--- src/rtl/cpu_alu_io_bridge.sv ---
// Purpose: registered bridge from the CPU IO register set to NCH super-ALU channels, with edge-triggered launch and sticky status flags.
// Latency: a launch or completion sampled at one edge is visible after that edge; the minimum round trip is 2 edges.
// Backpressure: none; a start during BUSY is dropped and flagged as overrun, and a watchdog aborts operations that stall.
module cpu_alu_io_bridge #(
  parameter int DATA_W  = 16,
  parameter int ALU_W   = 13,
  parameter int NCH     = 2,
  parameter int TIMEOUT = 255
) (
  input  logic                 clk,
  input  logic                 rst,
  input  logic [DATA_W-1:0]    io_control,
  input  logic [DATA_W-1:0]    io_dataoutA,
  input  logic [DATA_W-1:0]    io_dataoutB,
  output logic [DATA_W-1:0]    io_status,
  output logic [DATA_W-1:0]    io_datainA,
  output logic [DATA_W-1:0]    io_datainB,
  output logic [NCH-1:0]       alu_start,
  output logic [NCH*ALU_W-1:0] alu_x,
  output logic [NCH*ALU_W-1:0] alu_y,
  output logic [2:0]           alu_type,
  output logic [1:0]           mode_type,
  input  logic [NCH-1:0]       alu_done,
  input  logic [NCH*ALU_W-1:0] alu_fout,
  input  logic [NCH*ALU_W-1:0] alu_pout
);

  // Counter must reach TIMEOUT-1; a watchdog of 0 still needs a legal 1-bit counter.
  localparam int               CNT_W    = (TIMEOUT > 1) ? $clog2(TIMEOUT + 1) : 1;
  localparam logic [CNT_W-1:0] CNT_LAST = (TIMEOUT > 0) ? CNT_W'(TIMEOUT - 1) : '0;
  localparam logic [2:0]       NCH_L    = 3'(NCH);

  typedef enum logic {IDLE, BUSY} state_t;

  state_t             state, state_nxt;
  logic               start_prev;
  logic [1:0]         ch_q;
  logic [1:0]         last_ch;
  logic [ALU_W-1:0]   x_q, y_q;
  logic [2:0]         type_q;
  logic [1:0]         mode_q;
  logic [CNT_W-1:0]   cnt;
  logic               done_f, tmo_f, bad_f, ovr_f;

  logic               start_edge, sel_ok, clr, done_hit, tmo_hit;
  logic [1:0]         sel;
  logic               launch, complete, abort, bad_set, ovr_set;
  logic [NCH*ALU_W-1:0] fout_sh, pout_sh;

  // Bits the bridge does not decode are still part of the CPU words.
  logic unused_bits;
  assign unused_bits = ^{io_control, io_dataoutA, io_dataoutB};

  assign start_edge = io_control[5] & ~start_prev;
  assign sel        = io_control[7:6];
  assign sel_ok     = ({1'b0, sel} < NCH_L);
  assign clr        = io_control[15];
  // Only the launched channel may complete an operation.
  assign done_hit   = |(alu_done & (NCH'(1) << ch_q));
  assign tmo_hit    = (TIMEOUT != 0) && (cnt == CNT_LAST);
  assign fout_sh    = alu_fout >> (ALU_W * int'(ch_q));
  assign pout_sh    = alu_pout >> (ALU_W * int'(ch_q));

  // State register; reset drops alu_start asynchronously through the state.
  always_ff @(posedge clk or posedge rst) begin
    if (rst) state <= IDLE;
    else     state <= state_nxt;
  end

  // Next-state and event decode; completion takes priority over the watchdog.
  always_comb begin
    state_nxt = state;
    launch    = 1'b0;
    complete  = 1'b0;
    abort     = 1'b0;
    bad_set   = 1'b0;
    ovr_set   = 1'b0;
    case (state)
      IDLE: begin
        if (start_edge) begin
          if (sel_ok) begin
            launch    = 1'b1;
            state_nxt = BUSY;
          end else begin
            bad_set = 1'b1;
          end
        end
      end
      BUSY: begin
        ovr_set = start_edge;
        if (done_hit) begin
          complete  = 1'b1;
          state_nxt = IDLE;
        end else if (tmo_hit) begin
          abort     = 1'b1;
          state_nxt = IDLE;
        end
      end
      default: state_nxt = IDLE;
    endcase
  end

  // Launch latches, watchdog counter, result capture and sticky flags.
  always_ff @(posedge clk or posedge rst) begin
    if (rst) begin
      start_prev <= 1'b0;
      ch_q       <= '0;
      x_q        <= '0;
      y_q        <= '0;
      type_q     <= '0;
      mode_q     <= '0;
      cnt        <= '0;
      last_ch    <= '0;
      io_datainA <= '0;
      io_datainB <= '0;
      done_f     <= 1'b0;
      tmo_f      <= 1'b0;
      bad_f      <= 1'b0;
      ovr_f      <= 1'b0;
    end else begin
      start_prev <= io_control[5];
      if (launch) begin
        ch_q   <= sel;
        x_q    <= io_dataoutA[ALU_W-1:0];
        y_q    <= io_dataoutB[ALU_W-1:0];
        type_q <= io_control[4:2];
        mode_q <= io_control[1:0];
        cnt    <= '0;
      end else if (state == BUSY) begin
        cnt <= cnt + 1'b1;
      end
      if (complete) begin
        io_datainA <= DATA_W'(fout_sh[ALU_W-1:0]);
        io_datainB <= DATA_W'(pout_sh[ALU_W-1:0]);
        last_ch    <= ch_q;
      end
      // A set event in the same cycle as the clear leaves the flag set.
      done_f <= complete | (done_f & ~clr & ~launch);
      tmo_f  <= abort    | (tmo_f  & ~clr & ~launch);
      bad_f  <= bad_set  | (bad_f  & ~clr);
      ovr_f  <= ovr_set  | (ovr_f  & ~clr);
    end
  end

  // Status word assembled from registered state only.
  always_comb begin
    io_status      = '0;
    io_status[0]   = done_f;
    io_status[1]   = (state == BUSY);
    io_status[2]   = tmo_f;
    io_status[3]   = bad_f;
    io_status[4]   = ovr_f;
    io_status[9:8] = last_ch;
  end

  // Steer the latched operands to the launched channel; other channels see zero.
  always_comb begin
    alu_start = '0;
    alu_x     = '0;
    alu_y     = '0;
    for (int k = 0; k < NCH; k++) begin
      if (int'(ch_q) == k) begin
        alu_start[k]             = (state == BUSY);
        alu_x[k*ALU_W +: ALU_W]  = x_q;
        alu_y[k*ALU_W +: ALU_W]  = y_q;
      end
    end
  end

  assign alu_type  = type_q;
  assign mode_type = mode_q;

endmodule

--- config.mk ---
export PLATFORM = sky130hd
export DESIGN_NAME = cpu_alu_io_bridge
export DESIGN_NICKNAME = d
export VERILOG_FILES = /design/src/rtl/cpu_alu_io_bridge.sv
export SDC_FILE = /design/constraint.sdc
export NUM_CORES = 1
export LEC_CHECK = 0
export CORE_ASPECT_RATIO = 1.75
export CORE_MARGIN = 1.5
export CORE_UTILIZATION = 33
export DETAILED_ROUTE_END_ITERATION = 10
export PLACE_DENSITY_LB_ADDON = 0.1
export SLEW_MARGIN = 20
export SYNTH_ARGS = -nofsm -noshare
export SYNTH_HDL_FRONTEND = slang
export SYNTH_SLANG_ARGS = --single-unit
--- constraint.sdc ---
create_clock -name clk -period 6.6 [get_ports clk]
set_clock_uncertainty 0.2 [all_clocks]
set_input_delay 1.32 -clock clk [delete_from_list [all_inputs] [get_ports clk]]
set_output_delay 1.32 -clock clk [all_outputs]
set_load 0.005 [all_outputs]
==> out/results.tsv, run 1 <==
stage	metric	value	unit
die	coreArea	11200	um^2
critical_path	cp_top_family	buffers and inverters	
placed_design	gp_congestion	0.740	
yosys	ys_warn_count	0	
timing	setup_ws	2.76	ns
placed_design	post_dp_cell_area	5600	um^2
yosys	synth_edf_count	0	
critical_path	end_kind	primary output	
final_layout	fin_util	52.6	%
job	drv_cap	0	
final_layout	multiInputGateArea	1670	um^2
global_routing	grt_antenna_before_repair	1	
yosys	yosys-top-cells-area	dfrtp_1 49%, nand2_1 9.8%, and2_1 9.0%	
critical_path	cp_slowest_stage_delay	0.53	ns
yosys	yosysMostFrequentCell	nand2_1	
pwr	netSwitchingPower	0.741	mW
die	die-area	12200	um^2
yosys	syn_area_per_cell	10.3	um^2
yosys	synthFlopType	dfrtp_1	
clock_network	cts_resized	0	
global_routing	grt.total_usage	18.0	%
route	routed-via-count	3147	
die	die_w	84.2	um
pwr	powerDensity	413	nW/um^2
final_layout	drive_gt1_share	9.72	%
die	ios	211	
timing	period_minus_slack	3.84	ns
placed_design	preCtsSetupSlack	3.03	ns
yosys	synth_seq_cells	75	
yosys	yosysUniqueCellTypes	33	
timing	tightest_slew	0.934	ns
pwr	p_leak	2.65	nW
die	start_util	34.1	%
pwr	p_clk_share	18.7	%
critical_path	cp_data_required_time	5.08	ns
final_layout	final_nets	647	
pwr	netSwitchingFraction	30.5	%
global_routing	grt_pass1_vias	3409	
placed_design	dp_hpwl	8.00	mm
final_layout	post-route-cell-area	5880	um^2
route	routed_via_density	4.64	
clock_network	clock-root-buffer	clkbuf_16	
clock_network	cts_hold_buffers	0	
critical_path	arrival	2.32	ns
final_layout	area_growth	54.4	%
timing	hold_viol_final	0	
yosys	async_flop_share	100	%
timing	rsz0062_at_grt	false	
clock_network	h-tree-depth	3	
critical_path	crit_chain	nor2b_4, buf_4, and2_1, clkdlybuf4s50_1	
yosys	synth_area_leader_cell	dfrtp_1	
clock_network	clock_latency	0.32	ns
min_path	hp-class	register to register	
pwr	power	2.43	mW
pwr	ir_worst_vdd	0.190	mV
pwr	comb_power_share	48.2	%
global_routing	grt_max_degree	55	
critical_path	path_buf_inv	2	
clock_network	cts_buffers	9	
yosys	netlist.area_leader.share	49.3	%
critical_path	cpMaxStageDelayCell	clkdlybuf4s50_1	
yosys	synthesis.area	3810	um^2
clock_network	cts_tree	built	
final_layout	fillers	1048	
route	drcViolationCount	0	
pwr	p_int	1.69	mW
timing	post-route-period-util	58.2	%
outcome	status	finished, final reports clean	
critical_path	cp_max_fo	41	
timing	slew_viol_final	0	
critical_path	path_class	register to primary output	
die	die_h	145	um
route	wirelength	10.7	mm
final_layout	regArea	1880	um^2
placed_design	io_buffers	182	
route	drtAntennaViolNets	0	
timing	finalSetupTns	0	ns
timing	fmax	260	MHz
clock_network	post_cts_buffers	0	
global_routing	overflow	0	
clock_network	numClockSinks	75	
route	drtPass1Iterations	4	
yosys	synth_commonest_cells	99 x nand2_1, 75 x dfrtp_1, 55 x and2_1, 28 x a22o_1, 21 x buf_4	
route	drt-initial-drc-count	91	
yosys	yosysSeqAreaShare	49.3	%
clock_network	cts_buffer_depth	2	
clock_network	path_clk_slew	0.06	ns
die	rows	51	
yosys	synthCells	370	
route	routedWlPerCell	15.8	um
global_routing	grt_pass1_wl	17.4	mm
timing	max-slew-margin-rel	37.4	%
pwr	p_seq_share	33.1	%
critical_path	cp-start-kind	register	
timing	setup_viol	0	
## worst reg2reg max path, cell delays in order, from the launching register on
cell and delay, ns:
dfrtp_1 0.57, nor4b_4 0.85, buf_4 0.38, nand2_1 0.09
nand2_1 0.06
## metal layers
| metal | up-vias | GRT usage (%) | share of wire [%] |
|---|---|---|---|
| li1 | 1528 | - | - |
| met1 | 1486 | 18.9 | 37 |
| met2 | 116 | 33.0 | 54 |
| met3 | 17 | 4.10 | 5.9 |
| met4 | 0 | 8.69 | 2.9 |
| met5 | - | 0 | 0 |
## final cells by class
type,instances,share of cell area (%)
inverters,5,0.340
repair buffers,188,31.8
clock buffers,13,4.60
well taps,132,2.81
clock inverters,2,0.170
flip-flops and latches,75,31.9
multi-input cells,262,28.4
diodes,1,0.0426
## cell families (layout without fill, tap and decap cells)
| group | count (synthesis) | count (layout) | share of synthesized area (%) |
|---|---|---|---|
| other | 1 | 16 | 0.0985 |
| DFF | 75 | 75 | 49.3 |
| adders and majority gates | 2 | 2 | 0.657 |
| buffers and inverters | 47 | 208 | 8.64 |
| AOI/OAI and AO/OA | 38 | 38 | 8.21 |
| and+or+nand+nor | 176 | 176 | 23.1 |
| muxes | 29 | 29 | 9.53 |
| xor gates and xnor gates | 2 | 2 | 0.460 |
## per-stage QoR
stage | hold WS, ns | cells
after floorplan | 0.250 | 384
after global placement | 0.261 | 662
after detailed placement | 0.262 | 662
after CTS | 0.276 | 677
after global routing | 0.303 | 678
final | 0.273 | 678
## power by group through the flow
stage,combinational [mW],sequential [mW],clock [mW]
after floorplan,0.590,0.780,0
after global placement,1.17,0.803,0
after detailed placement,1.19,0.815,0
after CTS,1.20,0.808,0.472
after global routing,1.28,0.838,0.487
final,1.17,0.804,0.454
## flip-flops by register name (all words and copies together), names as in the netlist
register,flops
y_q,13
bad_f,1
io_datainA,13
io_datainB,13
last_ch,2
mode_type,2
ch_q,2
x_q,13
cnt,8
ovr_f,1
tmo_f,1
state,1
alu_type,3
start_prev,1
done_f,1
## placed cells by master (no fill, tap or decap), types with 3 or more instances in the layout
cell               n
o31ai_1            3
o21ai_0            3
dfrtp_1           75
conb_1            15
a22o_1            28
buf_4              6
clkbuf_16          9
and2_1            55
o211ai_1           3
nand4_1            5
mux2_2            17
inv_1              4
nand2_1           99
clkdlybuf4s50_1  182
clkinv_2           3
nor2_1             4
clkbuf_8           3
mux2_4            10
## worst paths after layout
check	end	cells after the start	startpoint	slack (ns)
worst min register to register	alu_type[1]$_DFFE_PP0N_	2	alu_type[1]$_DFFE_PP0N_	0.27
max in group asynchronous	x_q[12]$_DFFE_PP0N_	3	rst	4.07
worst max register to register	mode_type[1]$_DFFE_PP0N_	4	state$_DFF_PP0_	4.39
worst min-delay path	alu_type[1]$_DFFE_PP0N_	2	alu_type[1]$_DFFE_PP0N_	0.27
worst max-delay path	alu_x[25]	4	ch_q[0]$_DFFE_PP0N_	2.76
min in group asynchronous	io_datainB[8]$_DFFE_PP0P_	2	rst	1.08
(Power assumes the default switching activity.)
==> inputs of run 2 (changes only) <==
==> constraint.sdc (replaced) <==
create_clock -name clk -period 3.8 [get_ports clk]
set_clock_uncertainty 0.2 [all_clocks]
set_input_delay 0.76 -clock clk [delete_from_list [all_inputs] [get_ports clk]]
set_output_delay 0.76 -clock clk [all_outputs]
set_load 0.005 [all_outputs]
==> run 2 against run 1 <==
Clock power up 66%. Final cell count unchanged. Flip-flop and latch count unchanged. Final area down 0.11%. Total power up 72%. First-iteration DRC count down 7.7%. Combinational power up 74%. Via count up 1.7%. Setup slack worse by 2.1 ns. Largest cell class is now buffers. Highest routed layer unchanged.
==> out/results.tsv, run 2 (synthesized netlist as in run 1, its figures left out) <==
stage	metric	value	unit	change
outcome	status	finished, final reports clean		
timing	rsz0062_at_grt	false		
global_routing	use_met1	19.8	%	+0.95 points
route	drtAntennaViolNets	0		unchanged
final_layout	area_growth	54.2	%	
global_routing	grt_pass1_wl	17.3	mm	-0.44%
final_layout	fin_util	52.6	%	-0.056 points
timing	max-slew-margin-rel	46.3	%	+8.9 points
timing	hold_viol_final	0		unchanged
route	drtPass1Iterations	5		+1
critical_path	rr_startpoint	state$_DFF_PP0_		
pwr	powerDensity	713	nW/um^2	+73%
pwr	power	4.19	mW	+72%
global_routing	grt.total_usage	17.9	%	-0.11 points
critical_path	cp-start-kind	register		
critical_path	arrival	2.22	ns	-0.10 ns
timing	setup_ws	0.620	ns	-2.14 ns
global_routing	grt_max_degree	45		-18%
timing	period_minus_slack	3.18	ns	
pwr	netSwitchingPower	1.29	mW	+74%
route	routed-via-count	3201		+1.7%
die	coreArea	11200	um^2	unchanged
timing	fmax	314	MHz	
final_layout	layout.cells.non_filler	678		unchanged
global_routing	grt_pass1_vias	3290		-3.5%
clock_network	cts_buffer_depth	2		unchanged
global_routing	grt_antenna_before_repair	1		unchanged
critical_path	cp_data_required_time	2.84	ns	-2.24 ns
min_path	hp-class	register to register		
die	die_h	145	um	unchanged
pwr	p_leak	2.65	nW	-0.18%
clock_network	path_clk_slew	0.06	ns	about the same
die	start_util	34.1	%	unchanged
die	die_w	84.2	um	unchanged
global_routing	overflow	0		unchanged
pwr	netSwitchingFraction	30.8	%	+0.29 points
pwr	p_int	2.90	mW	+72%
die	rows	51		unchanged
final_layout	final_common_cell	clkdlybuf4s50_1		
clock_network	h-tree-depth	3		unchanged
clock_network	clock_latency	0.33	ns	about the same
critical_path	path_class	register to primary output		
clock_network	cts_tree	built		
critical_path	cp_max_fo	34		-17%
placed_design	gp_congestion	0.740		about the same
pwr	p_clk_share	18.0	%	-0.7 points
clock_network	cts_resized	0		unchanged
clock_network	cts_hold_buffers	0		unchanged
min_path	worstHoldStart	alu_type[1]$_DFFE_PP0N_		
final_layout	final_cell_mix	182 x clkdlybuf4s50_1, 99 x nand2_1, 75 x dfrtp_1		
pwr	ir_worst_vdd	0.303	mV	+59%
timing	hold_ws	0.274	ns	+0.000610 ns
placed_design	dp_hpwl	7.80	mm	-2.5%
final_layout	fillers	1040		-0.76%
timing	setup_viol	0		unchanged
timing	post-route-period-util	83.7	%	
timing	tightest_slew	0.805	ns	-0.129 ns
route	routed_via_density	4.72		+1.7%
clock_network	numClockSinks	75		unchanged
placed_design	io_buffers	182		unchanged
timing	finalSetupTns	0	ns	unchanged
die	die-area	12200	um^2	unchanged
job	drv_cap	0		unchanged
placed_design	dp.cells	662		unchanged
global_routing	grt_busiest_layer	met2		
route	drcViolationCount	0		unchanged
pwr	p_seq_share	33.4	%	+0.3 points
pwr	comb_power_share	48.6	%	+0.4 points
critical_path	end_kind	primary output		
critical_path	startpoint	ch_q[0]$_DFFE_PP0N_		
route	routedWlPerCell	15.7	um	-0.90%
timing	slew_viol_final	0		unchanged
die	ios	211		unchanged
final_layout	drive_gt1_share	9.54	%	-0.18 points
placed_design	preCtsSetupSlack	0.921	ns	-2.11 ns
final_layout	post-route-cell-area	5870	um^2	-0.11%
clock_network	cts_buffers	9		unchanged
route	drt-initial-drc-count	84		-7.7%
placed_design	post_dp_cell_area	5610	um^2	+0.22%
global_routing	use_met2	31.7	%	-1.4 points
global_routing	grt_util_met3	4.32	%	+0.23 points
final_layout	final_nets	647		unchanged
clock_network	post_cts_buffers	0		unchanged
route	wirelength	10.6	mm	-0.90%
clock_network	clock-root-buffer	clkbuf_16		
==> run 2: cell count changes in the layout (fill, tap and decap cells not counted) <==
cell,delta
clkinv_2,+1
clkbuf_8,-2
buf_4,-1
buf_12,+1
clkbuf_1,+1
==> run 2: area by class of cell <==
type / count / area (um^2) / share of cell area, %
clock inverters: 3 / 15.0 / 0.256
inverters: 5 / 20.0 / 0.341
well taps: 132 / 165 / 2.81
diodes: 1 / 2.50 / 0.0426
flip-flops and latches: 75 / 1880 / 32.0
multi-input cells: 262 / 1670 / 28.4
repair buffers: 188 / 1880 / 32.0
clock buffers: 12 / 246 / 4.20
==> run 2: routing by layer <==
layer | up-vias | share of wire (%)
met5 | - | 0
met4 | 0 | 3.1
met3 | 22 | 7.6
met2 | 129 | 52
met1 | 1522 | 37
li1 | 1528 | -
==> run 2: worst paths after layout <==
kind / slack (ns) / cells after the start / endpoint
worst min register to register: 0.27 / 2 / alu_type[1]$_DFFE_PP0N_
max in group asynchronous: 2.07 / 3 / io_datainB[7]$_DFFE_PP0P_
min in group asynchronous: 0.67 / 2 / io_datainB[8]$_DFFE_PP0P_
worst max register to register: 1.59 / 3 / io_datainB[9]$_DFFE_PP0P_
worst min-delay path: 0.27 / 2 / alu_type[1]$_DFFE_PP0N_
worst max-delay path: 0.62 / 3 / alu_y[21]
==> run 2: power groups by stage <==
stage | Sequential (mW) | Clock [mW] | Combinational, mW
floorplan | 1.36 | 0 | 1.02
global placement | 1.40 | 0 | 2.05
detailed placement | 1.42 | 0 | 2.06
CTS | 1.41 | 0.778 | 2.07
global route | 1.46 | 0.810 | 2.22
finish | 1.40 | 0.752 | 2.03
==> run 2: worst max-delay path: stages, from the launching register on <==
cell             delay [ns]
dfrtp_1                0.47
nor2b_4                0.68
and2_1                 0.22
clkdlybuf4s50_1        0.52
==> inputs of run 3 (changes only) <==
==> constraint.sdc (replaced) <==
create_clock -name clk -period 2.6 [get_ports clk]
set_clock_uncertainty 0.2 [all_clocks]
set_input_delay 0.52 -clock clk [delete_from_list [all_inputs] [get_ports clk]]
set_output_delay 0.52 -clock clk [all_outputs]
set_load 0.005 [all_outputs]
==> run 3 against run 2 <==
Die area stayed put. Sequential power is 44% higher. Core utilization is 2.3 points higher. Worst hold slack better by 0.00051 ns. Critical path depth is 2 higher. Via count is 1.5% higher. Global-route usage is 0.25 points higher. Wire length is 3.9% higher.
==> out/results.tsv, run 3 (synthesized netlist as in run 1, its figures left out) <==
stage	metric	value	unit	change
die	ios	211		unchanged
placed_design	dp.cells	671		+1.4%
route	drt-initial-drc-count	130		+55%
die	die_h	145	um	unchanged
clock_network	cts_buffers	9		unchanged
pwr	p_leak	2.98	nW	+12%
outcome	status	finished, final reports clean		
die	coreArea	11200	um^2	unchanged
job	drv_cap	0		unchanged
clock_network	path_clk_slew	0.06	ns	about the same
global_routing	grt_antenna_before_repair	0		-1
route	routed-via-count	3250		+1.5%
clock_network	h-tree-depth	3		unchanged
route	routedWlPerCell	15.9	um	+1.5%
timing	finalSetupTns	0	ns	unchanged
critical_path	path_class	register to primary output		
placed_design	dp_hpwl	7.90	mm	+1.3%
global_routing	overflow	0		unchanged
route	wirelength	11.0	mm	+3.9%
critical_path	end_kind	primary output		
critical_path	r2r_setup_slack	0.68	ns	-0.91 ns
global_routing	grt_max_degree	44		-2.2%
die	start_util	34.1	%	unchanged
critical_path	cp_max_fo	9		-74%
critical_path	arrival	1.84	ns	-0.38 ns
clock_network	cts_tree	built		
final_layout	final_common_cell	clkdlybuf4s50_1		
pwr	power	6.37	mW	+52%
global_routing	grt_pass1_vias	3319		+0.88%
clock_network	clock_latency	0.33	ns	about the same
clock_network	clock-root-buffer	clkbuf_16		
die	rows	51		unchanged
placed_design	gp_congestion	0.756		+2.1%
route	drtPass1Iterations	4		-1
placed_design	io_buffers	182		unchanged
min_path	hp-class	register to register		
critical_path	cp_data_required_time	1.88	ns	-0.96 ns
final_layout	drive_gt1_share	12.1	%	+2.6 points
global_routing	grt.total_usage	18.1	%	+0.25 points
clock_network	cts_buffer_depth	2		unchanged
timing	post-route-period-util	98.6	%	
route	routed_via_density	4.68		-0.81%
pwr	ir_worst_vdd	0.530	mV	+75%
final_layout	layout.cells.non_filler	694		+2.4%
final_layout	fillers	1015		-2.4%
timing	fmax	390	MHz	
timing	hold_viol_final	0		unchanged
final_layout	final_cell_mix	161 x clkdlybuf4s50_1, 99 x nand2_1, 75 x dfrtp_1		
timing	period_minus_slack	2.56	ns	
timing	slew_viol_final	0		unchanged
clock_network	numClockSinks	75		unchanged
pwr	powerDensity	1040	nW/um^2	+46%
route	drtAntennaViolNets	0		unchanged
critical_path	cp-start-kind	register		
final_layout	final_nets	663		+2.5%
route	drcViolationCount	0		unchanged
final_layout	n_antenna_cell	0		-1
final_layout	area_growth	60.9	%	
global_routing	grt_pass1_wl	17.6	mm	+1.4%
timing	setup_viol	0		unchanged
die	die_w	84.2	um	unchanged
die	die-area	12200	um^2	unchanged
[run 3: timing repair]
action | in CTS | in global routing
resized for setup | 9 | 14
endpoints found under the setup margin | 33 | 19
cloned | 0 | 1
buffers inserted | 2 | 4
hold buffers | 0 | 0
pin swaps | 0 | 1
[run 3: power by group]
| group | switching (mW) | internal [mW] |
|---|---|---|
| clock network | 0.448 | 0.696 |
| registers | 0.331 | 1.68 |
| logic | 1.18 | 2.03 |
[run 3: metrics by stage]
step	utilization (%)	instance area, um^2	hold WS, ns	setup WS, ns
floorplan	-	3860	0.250	0.634
finish	54.9	6130	0.274	0.0372
global route	54.9	6130	0.302	-0.00830
detailed placement	51.5	5750	0.266	0.213
global placement	51.5	5750	0.261	0.272
CTS	54.1	6040	0.279	-0.00508
[run 3: cell type report]
cell class	count	area [um^2]	share of cell area, %
clock inverter	2	10.0	0.163
timing repair buffer	204	2120	34.6
clock buffer	14	264	4.31
tap	132	165	2.69
multi-input combinational	262	1670	27.2
sequential	75	1880	30.6
inverter	5	22.5	0.367
[run 3: routing by layer]
layer  up-vias  share of wire [%]  global-route usage (%)
met4         0                2.1                    6.56
met5         -                  0                       0
met3        15                6.3                    4.55
met2       123                 53                    32.4
li1       1561                  -                       -
met1      1551                 39                    20.5
[run 3: worst paths after layout]
check                                     from                   endpoint  depth (start not counted)
hold / removal                done_f$_DFF_PP0_           done_f$_DFF_PP0_                          1
hold reg to reg               done_f$_DFF_PP0_           done_f$_DFF_PP0_                          1
max in group asynchronous                  rst  io_datainA[8]$_DFFE_PP0P_                          3
min in group asynchronous                  rst        x_q[10]$_DFFE_PP0N_                          2
setup reg to reg           ch_q[0]$_DFFE_PP0N_  io_datainA[4]$_DFFE_PP0P_                          5
setup / recovery           ch_q[1]$_DFFE_PP0N_                   alu_x[9]                          5
[run 3: critical path, cell delays in order (launching register included)]
cell,delay (ns)
dfrtp_1,0.42
buf_6,0.15
nor2_4,0.16
buf_6,0.15
and2_1,0.12
clkdlybuf4s50_1,0.51
